**config.mk**
```make
export PLATFORM = sky130hd
export DESIGN_NAME = fetch_unit
export DESIGN_NICKNAME = d
export VERILOG_FILES = /design/src/rtl/fetch_unit.sv
export SDC_FILE = /design/constraint.sdc
export NUM_CORES = 1
export LEC_CHECK = 0
export ABC_CLOCK_PERIOD_IN_PS = 1650
export BUFFER_PORTS_ARGS = -buffer_cell sky130_fd_sc_hd__buf_2
export CORE_UTILIZATION = 42
export DETAILED_ROUTE_END_ITERATION = 6
export HOLD_SLACK_MARGIN = 0.15
export PLACE_DENSITY = 0.74
export SYNTH_ARGS = -nofsm -noshare
export SYNTH_HDL_FRONTEND = slang
export SYNTH_SLANG_ARGS = --single-unit
```
**constraint.sdc**
```tcl
create_clock -name clk -period 1.65 [get_ports clk]
set_input_delay 0.165 -clock clk [delete_from_list [all_inputs] [get_ports clk]]
set_output_delay 0.165 -clock clk [all_outputs]
set_load 0.005 [all_outputs]
```
**src/rtl/fetch_unit.sv**
```systemverilog
// Instruction fetch: requests the word at PC and holds it for decode until that stage completes it.
// Latency: Instr/instr_valid are registered one cycle after imem_ack; peak rate is one instruction per two cycles.
// Backpressure: instr_ready=0 freezes Instr/PC/instr_valid and no new request is issued.
// Optional fetch timeout: define FETCH_TIMEOUT_EN to enable the S_ERR path (sticky fetch_err).
module fetch_unit #(
    parameter logic [31:0] RESET_PC       = 32'h0000_0000,
    parameter int unsigned TIMEOUT_CYCLES = 16
) (
    input  logic        clk,
    input  logic        reset,
    output logic        imem_req,
    output logic [31:0] imem_addr,
    input  logic        imem_ack,
    input  logic [31:0] imem_rdata,
    output logic [31:0] Instr,
    output logic        instr_valid,
    input  logic        instr_ready,
    input  logic        PCSrc,
    input  logic [31:0] pc_target,
    output logic [31:0] PC,
    output logic [31:0] PCPlus8,
    output logic        fetch_err
);

    typedef enum logic [1:0] {
        S_REQ  = 2'd0,
        S_HOLD = 2'd1,
        S_ERR  = 2'd2
    } state_t;

    state_t      state;
    state_t      state_nxt;
    logic [31:0] pc_q;
    logic [31:0] instr_q;
    logic        valid_q;
    logic        timeout_hit;

    // A zero timeout would flag an error before any memory could answer.
    if (TIMEOUT_CYCLES < 1) begin : g_bad_timeout
        $error("fetch_unit: TIMEOUT_CYCLES must be at least 1");
    end

`ifdef FETCH_TIMEOUT_EN
    localparam int unsigned CW = $clog2(TIMEOUT_CYCLES + 1);
    logic [CW-1:0] tmo_cnt;

    // Count consecutive unanswered request cycles; any ack or leaving S_REQ restarts the count.
    always_ff @(posedge clk) begin
        if (reset) begin
            tmo_cnt <= '0;
        end else if (state == S_REQ && !imem_ack) begin
            tmo_cnt <= tmo_cnt + CW'(1);
        end else begin
            tmo_cnt <= '0;
        end
    end

    // This cycle is the last allowed unanswered one.
    assign timeout_hit = (state == S_REQ) && !imem_ack && (tmo_cnt == CW'(TIMEOUT_CYCLES - 1));
`else
    assign timeout_hit = 1'b0;
`endif

    // State register; reset overrides any ack/ready seen in the same cycle.
    always_ff @(posedge clk) begin
        if (reset) begin
            state <= S_REQ;
        end else begin
            state <= state_nxt;
        end
    end

    // Next state: ack ends the request, ready releases the held word, S_ERR is terminal.
    always_comb begin
        state_nxt = state;
        case (state)
            S_REQ: begin
                if (imem_ack) begin
                    state_nxt = S_HOLD;
                end else if (timeout_hit) begin
                    state_nxt = S_ERR;
                end
            end
            S_HOLD: begin
                if (instr_ready) begin
                    state_nxt = S_REQ;
                end
            end
            S_ERR:   state_nxt = S_ERR;
            default: state_nxt = S_REQ;
        endcase
    end

    // Outputs decoded from state: request only while fetching, error flag only in S_ERR.
    always_comb begin
        imem_req  = (state == S_REQ);
`ifdef FETCH_TIMEOUT_EN
        fetch_err = (state == S_ERR);
`else
        fetch_err = 1'b0;
`endif
    end

    // Datapath: capture the word on ack, advance PC (branch target is forced word-aligned) on release.
    always_ff @(posedge clk) begin
        if (reset) begin
            pc_q    <= RESET_PC;
            instr_q <= 32'h0000_0000;
            valid_q <= 1'b0;
        end else begin
            case (state)
                S_REQ: begin
                    if (imem_ack) begin
                        instr_q <= imem_rdata;
                        valid_q <= 1'b1;
                    end
                end
                S_HOLD: begin
                    if (instr_ready) begin
                        pc_q    <= PCSrc ? (pc_target & 32'hFFFF_FFFC) : (pc_q + 32'd4);
                        valid_q <= 1'b0;
                    end
                end
                default: begin
                    valid_q <= 1'b0;
                end
            endcase
        end
    end

    assign imem_addr   = pc_q;
    assign PC          = pc_q;
    assign PCPlus8     = pc_q + 32'd8;
    assign Instr       = instr_q;
    assign instr_valid = valid_q;

endmodule

```
==> impl_metrics.py, run 1 <==
metrics = {
    "global_route": {
        "grt_antenna_before_repair": 0,
        "maximum_number_of_pins_on_one_net_before_global_route_repair": 42,
        "globalRouteTotalUtil": 0.299,
        "grt_pass1_vias": 5034,
        "gr-total-overflow": 0,
        "grt_pass1_wl_mm": 24.2,
    },
    "clock_network": {
        "cts_tree": "built",
        "clock_latency_at_the_later_pin_of_the_worst_skew_pair_ns": 0.35,
        "cts_buffers": 9,
        "ctsRootBufferMaster": "clkbuf_8",
        "cts.sink_count": 65,
        "ctsLongestPathBuffers": 2,
        "cts.clk_slew.worst_paths_ns": 0.09,
        "cts.htree.levels": 3,
    },
    "outcome": {
        "failed_checks": "negative setup slack",
        "status": "finished, violations left",
    },
    "timing": {
        "slew_violations": 0,
        "finalHoldWorstSlack_ns": 0.179,
        "period_share": 1.31,
        "finalWorstPathRequiredPeriod_ns": 2.16,
        "post-route-worst-setup-slack_ns": -0.515,
        "setup_violators_final": 44,
        "setup_total_negative_slack_ns": -7.72,
        "setup_repair_after_global_routing_missed_its_margin": "yes",
        "worst-slew-pin-transition_ns": 0.675,
        "achievable-frequency_mhz": 462,
        "fin_worst_skew_ns": 0.00946,
        "final-hold-violation-count": 0,
        "max-slew-margin-rel": 0.549,
    },
    "yosys": {
        "synthesis.yosys.warnings": 0,
        "ys_async_sr_fraction": 0,
        "synth_top_flop_cell": "dfxtp_1",
        "synth_seq_area_share": 0.319,
        "number_of_instances_in_the_synthesized_netlist": 552,
        "ys_ff_latch": 65,
        "synth_cell_area_mm2": 0.00409,
        "post-synth-top-area-fraction": 0.319,
        "synth_top_area_cell": "dfxtp_1",
        "synth.avg_cell_area_um2": 7.40,
        "ys_top_cells_by_area": "dfxtp_1, nand2_1, buf_4",
        "synth-edff-count": 0,
        "synth.lib_cells_used.distinct": 61,
    },
    "floorplan": {
        "core_area_mm2": 0.00933,
        "std_cell_rows": 35,
        "io_pins": 200,
        "dieArea_mm2": 0.0101,
        "initial_cell_density_of_the_core": 0.438,
        "die_h_um": 101,
        "floorplan.die.width_um": 101,
    },
    "job": {
        "maxCapViolations": 0,
    },
    "setup_path": {
        "cp_top_family": "simple AND/OR/NAND/NOR gates",
        "r2r-start": "PC[5]",
        "critPathKind": "register to primary output",
        "worst_setup_path_end_kind": "primary output",
        "critical_path_buf_inv_count": 3,
        "crit_fanout": 6,
        "timing.reg2reg.worst_path_depth": 7,
        "kind_of_launch_point_of_the_worst_setup_path": "register",
        "reg2reg_slack_ns": -0.21,
        "critPathRequiredTime_ns": 1.48,
        "worst-endpoint-arrival_ns": 2.00,
        "r2r-end": "PC[29]",
        "timing.critical_path.cells": "nand4_1, buf_6, nor4_4, buf_4, xor2_1, buf_2",
        "cpPeakStageDelay_ns": 0.41,
        "timing.critical_path.slowest_stage_cell": "nor4_4",
    },
    "layout": {
        "ff_latch_area_mm2": 0.00138,
        "proportion_of_layout_cells_with_a_drive_suffix_above_1": 0.517,
        "synthToLayoutAreaGrowth_pct": 75.2,
        "n_fill_cell": 630,
        "final_util": 0.767,
        "design.final.nets": 924,
        "antenna_cells_inserted": 0,
        "postLayoutCellArea_mm2": 0.00716,
        "combined_area_of_the_multi_input_logic_cells_mm2": 0.00284,
    },
    "placement": {
        "dp.final_hpwl_mm": 10.2,
        "place.gp.congestion": 0.961,
        "place_area_mm2": 0.00549,
        "place.port_buffers": 190,
    },
    "routing": {
        "drt-initial-drc-count": 451,
        "detailroute.via_count": 5694,
        "wire_per_inst_um": 18.4,
        "drt_first_pass_iters": 5,
        "route.detailed.drc": 0,
        "routed_via_density": 5.77,
        "ant_nets": 0,
        "postRouteWirelength_mm": 18.2,
    },
    "worst_hold_path": {
        "worst_hold_path.endpoint": "PC[4]",
        "worstHoldPathType": "primary input to register",
        "worst_hold_path_startpoint": "pc_target[4]",
        "holdPathStages": 4,
    },
    "power": {
        "post-layout-total-power_w": 0.00394,
        "power_density_mw_per_mm2": 550,
        "power.leakage_nw": 3.50,
        "vdd_ir_drop_max_v": 0.000482,
    },
}
==> layer usage <==
metal,up-vias,global-route usage,share of wire
met2,422,0.533,0.49
met4,0,0.134,0.060
li1,2504,-,-
met3,112,0.0583,0.086
met5,-,0,0
met1,2656,0.345,0.36
==> kinds of logic after synthesis <==
| family | count (synthesis) | synth area share |
|---|---|---|
| multiplexers | 4 | 0.0101 |
| adder cells (fa/ha/maj) | 3 | 0.00919 |
| AND/OR/NAND/NOR | 244 | 0.293 |
| flip-flops | 65 | 0.319 |
| XOR/XNOR | 27 | 0.0579 |
| other | 1 | 0.000918 |
| AO/OA/AOI/OAI | 112 | 0.178 |
| buffers and inverters | 96 | 0.132 |
==> power breakdown <==
| group | internal (W) | switching, W |
|---|---|---|
| Combinational | 0.000396 | 0.000416 |
| Sequential | 0.00163 | 0.0000662 |
| Clock | 0.000711 | 0.000723 |
| Total | 0.00273 | 0.00120 |
==> cell usage after synthesis (all sizes together) (2+ instances only) <==
library cell	instances
a211o	2
a211oi	6
a21oi	43
a2bb2oi	2
a31o	2
a31oi	13
a32o	4
and3	9
and4	3
buf	58
clkbuf	27
dfxtp	65
ha	3
inv	10
mux2i	3
nand2	112
nand2b	3
nand3	20
nand3b	3
nand4	21
nand4b	2
nor2	28
nor3	11
nor3b	3
nor4	18
o211ai	2
o21ai	14
o221ai	2
o311ai	3
o31ai	4
o41ai	2
or3	6
xnor2	18
xor2	9
==> flip-flops by register name, indices dropped and copies added (netlist names) <==
| signal | cells |
|---|---|
| state | 2 |
| instr_valid | 1 |
| PC | 30 |
| Instr | 32 |
==> tightest hold or removal path, cell delays in order <==
cell       delay (ns)
buf_2            0.08
a21oi_1          0.06
a2bb2oi_1        0.13
nor2_1           0.07
==> cells in the final DEF (no fill, tap or decap), drive strengths merged, types with 3 or more instances in the layout <==
cell type	Yosys	routed
conb	1	7
clkbuf	27	9
nand2	112	112
nor3	11	11
clkinv	1	4
dlygate4sd3	0	42
nand3b	3	3
xnor2	18	18
a32o	4	4
a21oi	43	43
o311ai	3	3
buf	58	326
o31ai	4	4
or3	6	6
nor2	28	28
mux2i	3	3
nor4	18	18
nand3	20	20
ha	3	3
and4	3	3
a211oi	6	6
nand4	21	21
nand2b	3	3
o21ai	14	14
and3	9	9
xor2	9	9
nor3b	3	3
dfxtp	65	65
inv	10	12
a31oi	13	13
==> worst max-delay path by stage <==
stage	from	to	slack (ns)	cells past startpoint
floorplan	PC[5]	PCPlus8[20]	-0.02	5
global placement	PC[13]	PC[31]	-0.003	6
detailed placement	PC[13]	PC[31]	-0.07	6
CTS	PC[17]	PCPlus8[31]	-0.26	7
global route	PC[12]	PCPlus8[30]	-0.52	6
finish	PC[17]	PCPlus8[19]	-0.51	6
==> final cells by class <==
| type | count | area share |
|---|---|---|
| multi-input combinational | 397 | 0.397 |
| clock buffer | 9 | 0.0173 |
| clock inverter | 7 | 0.0108 |
| sequential | 65 | 0.192 |
| tap | 129 | 0.0226 |
| timing repair buffer | 368 | 0.354 |
| inverter | 11 | 0.00577 |
==> repair_timing <==
action,CTS,global route
resized for setup,74,78
pin swaps,31,51
hold endpoints to repair,42,0
cloned,0,1
hold buffers,42,0
endpoints found under the setup margin,30,60
setup buffers,22,35
==> metrics by stage <==
step | instances | setup slack (ns)
floorplan | 558 | -0.0192
global placement | 876 | -0.00252
CTS | 956 | -0.258
detailed placement | 876 | -0.0744
finish | 986 | -0.515
global route | 986 | -0.523
Power figures use the tool's default switching activity.
==> inputs of run 2 (changes only) <==
--- a/config.mk
+++ b/config.mk
@@ -5,12 +5,15 @@
 export SDC_FILE = /design/constraint.sdc
 export NUM_CORES = 1
 export LEC_CHECK = 0
+export ABC_AREA = 1
 export ABC_CLOCK_PERIOD_IN_PS = 1650
 export BUFFER_PORTS_ARGS = -buffer_cell sky130_fd_sc_hd__buf_2
+export CORE_MARGIN = 2
 export CORE_UTILIZATION = 42
 export DETAILED_ROUTE_END_ITERATION = 6
 export HOLD_SLACK_MARGIN = 0.15
 export PLACE_DENSITY = 0.74
+export SLEW_MARGIN = 20
 export SYNTH_ARGS = -nofsm -noshare
 export SYNTH_HDL_FRONTEND = slang
 export SYNTH_SLANG_ARGS = --single-unit
==> impl_metrics.py, run 2 <==
metrics = {
    "outcome": {
        "status": "finished, violations left",
        "failed_checks": "design-rule violations, negative setup slack",
    },
    "clock_network": {
        "cts.clk_slew.worst_paths_ns": 0.09,
        "cts_tree": "built",
        "cts.sink_count": 65,
        "cts_buffers": 9,
        "ctsLongestPathBuffers": 2,
        "cts.htree.levels": 3,
        "ctsRootBufferMaster": "clkbuf_8",
        "clock_latency_at_the_later_pin_of_the_worst_skew_pair_ns": 0.35,
    },
    "floorplan": {
        "io_pins": 200,
        "core_area_mm2": 0.00964,
        "die_h_um": 103,
        "floorplan.die.width_um": 103,
        "std_cell_rows": 36,
        "dieArea_mm2": 0.0106,
        "initial_cell_density_of_the_core": 0.427,
    },
    "placement": {
        "place.port_buffers": 190,
        "dp.final_hpwl_mm": 9.76,
        "place_area_mm2": 0.00535,
        "place.gp.congestion": 0.961,
    },
    "layout": {
        "postLayoutCellArea_mm2": 0.00682,
        "ff_latch_area_mm2": 0.00136,
        "synthToLayoutAreaGrowth_pct": 65.6,
        "final_cell_mix": "buf_2, nand2_1, nor2_1",
        "design.final.nets": 998,
        "layout.cells.most_common": "buf_2",
        "n_fill_cell": 738,
        "antenna_cells_inserted": 0,
        "combined_area_of_the_multi_input_logic_cells_mm2": 0.00279,
        "proportion_of_layout_cells_with_a_drive_suffix_above_1": 0.479,
        "number_of_flip_flops_in_the_largest_register": 32,
    },
    "worst_hold_path": {
        "worst_hold_path_startpoint": "pc_target[14]",
        "worstHoldPathType": "primary input to register",
    },
    "setup_path": {
        "kind_of_launch_point_of_the_worst_setup_path": "register",
        "r2r-start": "PC[3]",
        "worst_setup_path_start": "PC[10]",
        "critPathKind": "register to primary output",
        "critPathRequiredTime_ns": 1.48,
        "crit_fanout": 3,
        "worst_setup_path_end_kind": "primary output",
        "worst-endpoint-arrival_ns": 1.76,
    },
    "timing": {
        "finalWorstPathRequiredPeriod_ns": 1.93,
        "fin_worst_skew_ns": 0.0139,
        "slew_violations": 0,
        "final-hold-violation-count": 0,
        "setup_repair_after_global_routing_missed_its_margin": "yes",
        "period_share": 1.17,
        "post-route-worst-setup-slack_ns": -0.277,
        "achievable-frequency_mhz": 519,
        "setup_violators_final": 34,
        "setup_total_negative_slack_ns": -4.95,
    },
    "routing": {
        "postRouteWirelength_mm": 16.8,
        "routed_via_density": 5.14,
        "route.detailed.drc": 1,
        "wire_per_inst_um": 15.8,
        "drt-initial-drc-count": 381,
        "ant_nets": 0,
        "detailroute.via_count": 5464,
        "drt_first_pass_iters": 7,
    },
    "global_route": {
        "grt_util_met1": 0.321,
        "maximum_number_of_pins_on_one_net_before_global_route_repair": 34,
        "globalRouteTotalUtil": 0.286,
        "grtUsageMet3": 0.0563,
        "grt_pass1_wl_mm": 23.6,
        "grt_antenna_before_repair": 0,
        "gr-total-overflow": 0,
        "globalRouteMet2Util": 0.507,
        "grt_busiest_layer": "met2",
        "grt_pass1_vias": 5003,
    },
    "power": {
        "power_density_mw_per_mm2": 580,
        "post-layout-total-power_w": 0.00396,
        "power.leakage_nw": 3.40,
        "vdd_ir_drop_max_v": 0.000546,
    },
    "yosys": {
        "synth.avg_cell_area_um2": 6.35,
        "synthesis.yosys.warnings": 0,
        "post-synth-top-area-fraction": 0.316,
        "ys_top_cells_by_area": "dfxtp_1, nand2_1, nor2_1",
        "synth.lib_cells_used.distinct": 34,
        "ys_async_sr_fraction": 0,
        "synth_cell_area_mm2": 0.00412,
        "synth_top_flop_cell": "dfxtp_1",
        "synth_common_cells": "nand2_1, nor2_1, dfxtp_1",
        "ys_ff_latch": 65,
        "synth_seq_area_share": 0.316,
        "synth-edff-count": 0,
        "synth_top_area_cell": "dfxtp_1",
        "most_numerous_cell_in_the_yosys_netlist": "nand2_1",
        "number_of_instances_in_the_synthesized_netlist": 648,
    },
    "job": {
        "maxCapViolations": 0,
    },
}
-- run 2: cell count changes after synthesis, sizes merged, moves of 14 or more --
cell	delta
xor2	+15
o21ai	+47
inv	+32
nand4	-18
nor2	+110
nor4	-17
nand2	+56
xnor2	-14
-- run 2: worst paths after layout --
path	to	slack [ns]	cells past startpoint
setup / recovery	PCPlus8[13]	-0.28	8
hold / removal	PC[14]	0.15	5
setup reg to reg	PC[18]	-0.19	9
hold reg to reg	Instr[3]	0.48	2
-- run 2: metal layers --
| metal | wire length [µm] | part of all wire |
|---|---|---|
| met1 | 5970 | 0.35 |
| met2 | 8460 | 0.50 |
| met3 | 1430 | 0.085 |
| met4 | 974 | 0.058 |
| met5 | 0 | 0 |
-- run 2: cell families after synthesis --
kind of cell,after synthesis,share of synthesized area
compound gates,100,0.126
xor+xnor,28,0.0596
fa+ha+maj,3,0.00912
buf+inv,105,0.133
flops,65,0.316
other cells,1,0.000911
simple gates,346,0.355
-- run 2: what timing repair did --
action                                 CTS  global route
endpoints found under the hold margin   40             0
cloned                                   0             0
setup endpoints to repair               31            45
setup buffers                           28            12
resized for setup                      118            81
pin swaps                               38            41
hold buffers                            39             0
-- run 2: where the power goes --
part	internal [W]	switching (W)	total [W]
clock network	0.000742	0.000740	0.00148
registers	0.00165	0.0000701	0.00172
logic	0.000361	0.000393	0.000754
-- run 2: per-stage QoR --
step           setup WS, ns  std cells  utilization  hold WS [ns]
2_1_floorplan         0.108        654            -         0.263
5_1_grt              -0.352       1064        0.707         0.170
3_5_place_dp        -0.0707        977        0.555         0.385
6_report             -0.277       1064        0.707         0.152
3_3_place_gp        -0.0412        977        0.555         0.371
4_1_cts              -0.209       1058        0.674         0.154
-- run 2: layout make-up --
| class | instances | share of cell area |
|---|---|---|
| Clock inverter | 6 | 0.00991 |
| Inverter | 43 | 0.0240 |
| Sequential cell | 65 | 0.200 |
| Tap cell | 133 | 0.0244 |
| Multi-Input combinational cell | 484 | 0.409 |
| Clock buffer | 10 | 0.0202 |
| Timing Repair Buffer | 323 | 0.313 |
-- run 2: worst max-delay path: stages, from the launching register on --
cell and delay, ns:
dfxtp_4 0.40, buf_6 0.11, nand2_4 0.06, nor2_4 0.15, nand2_4 0.09, nor2_4 0.13
buf_4 0.15, xor2_2 0.17, buf_2 0.15
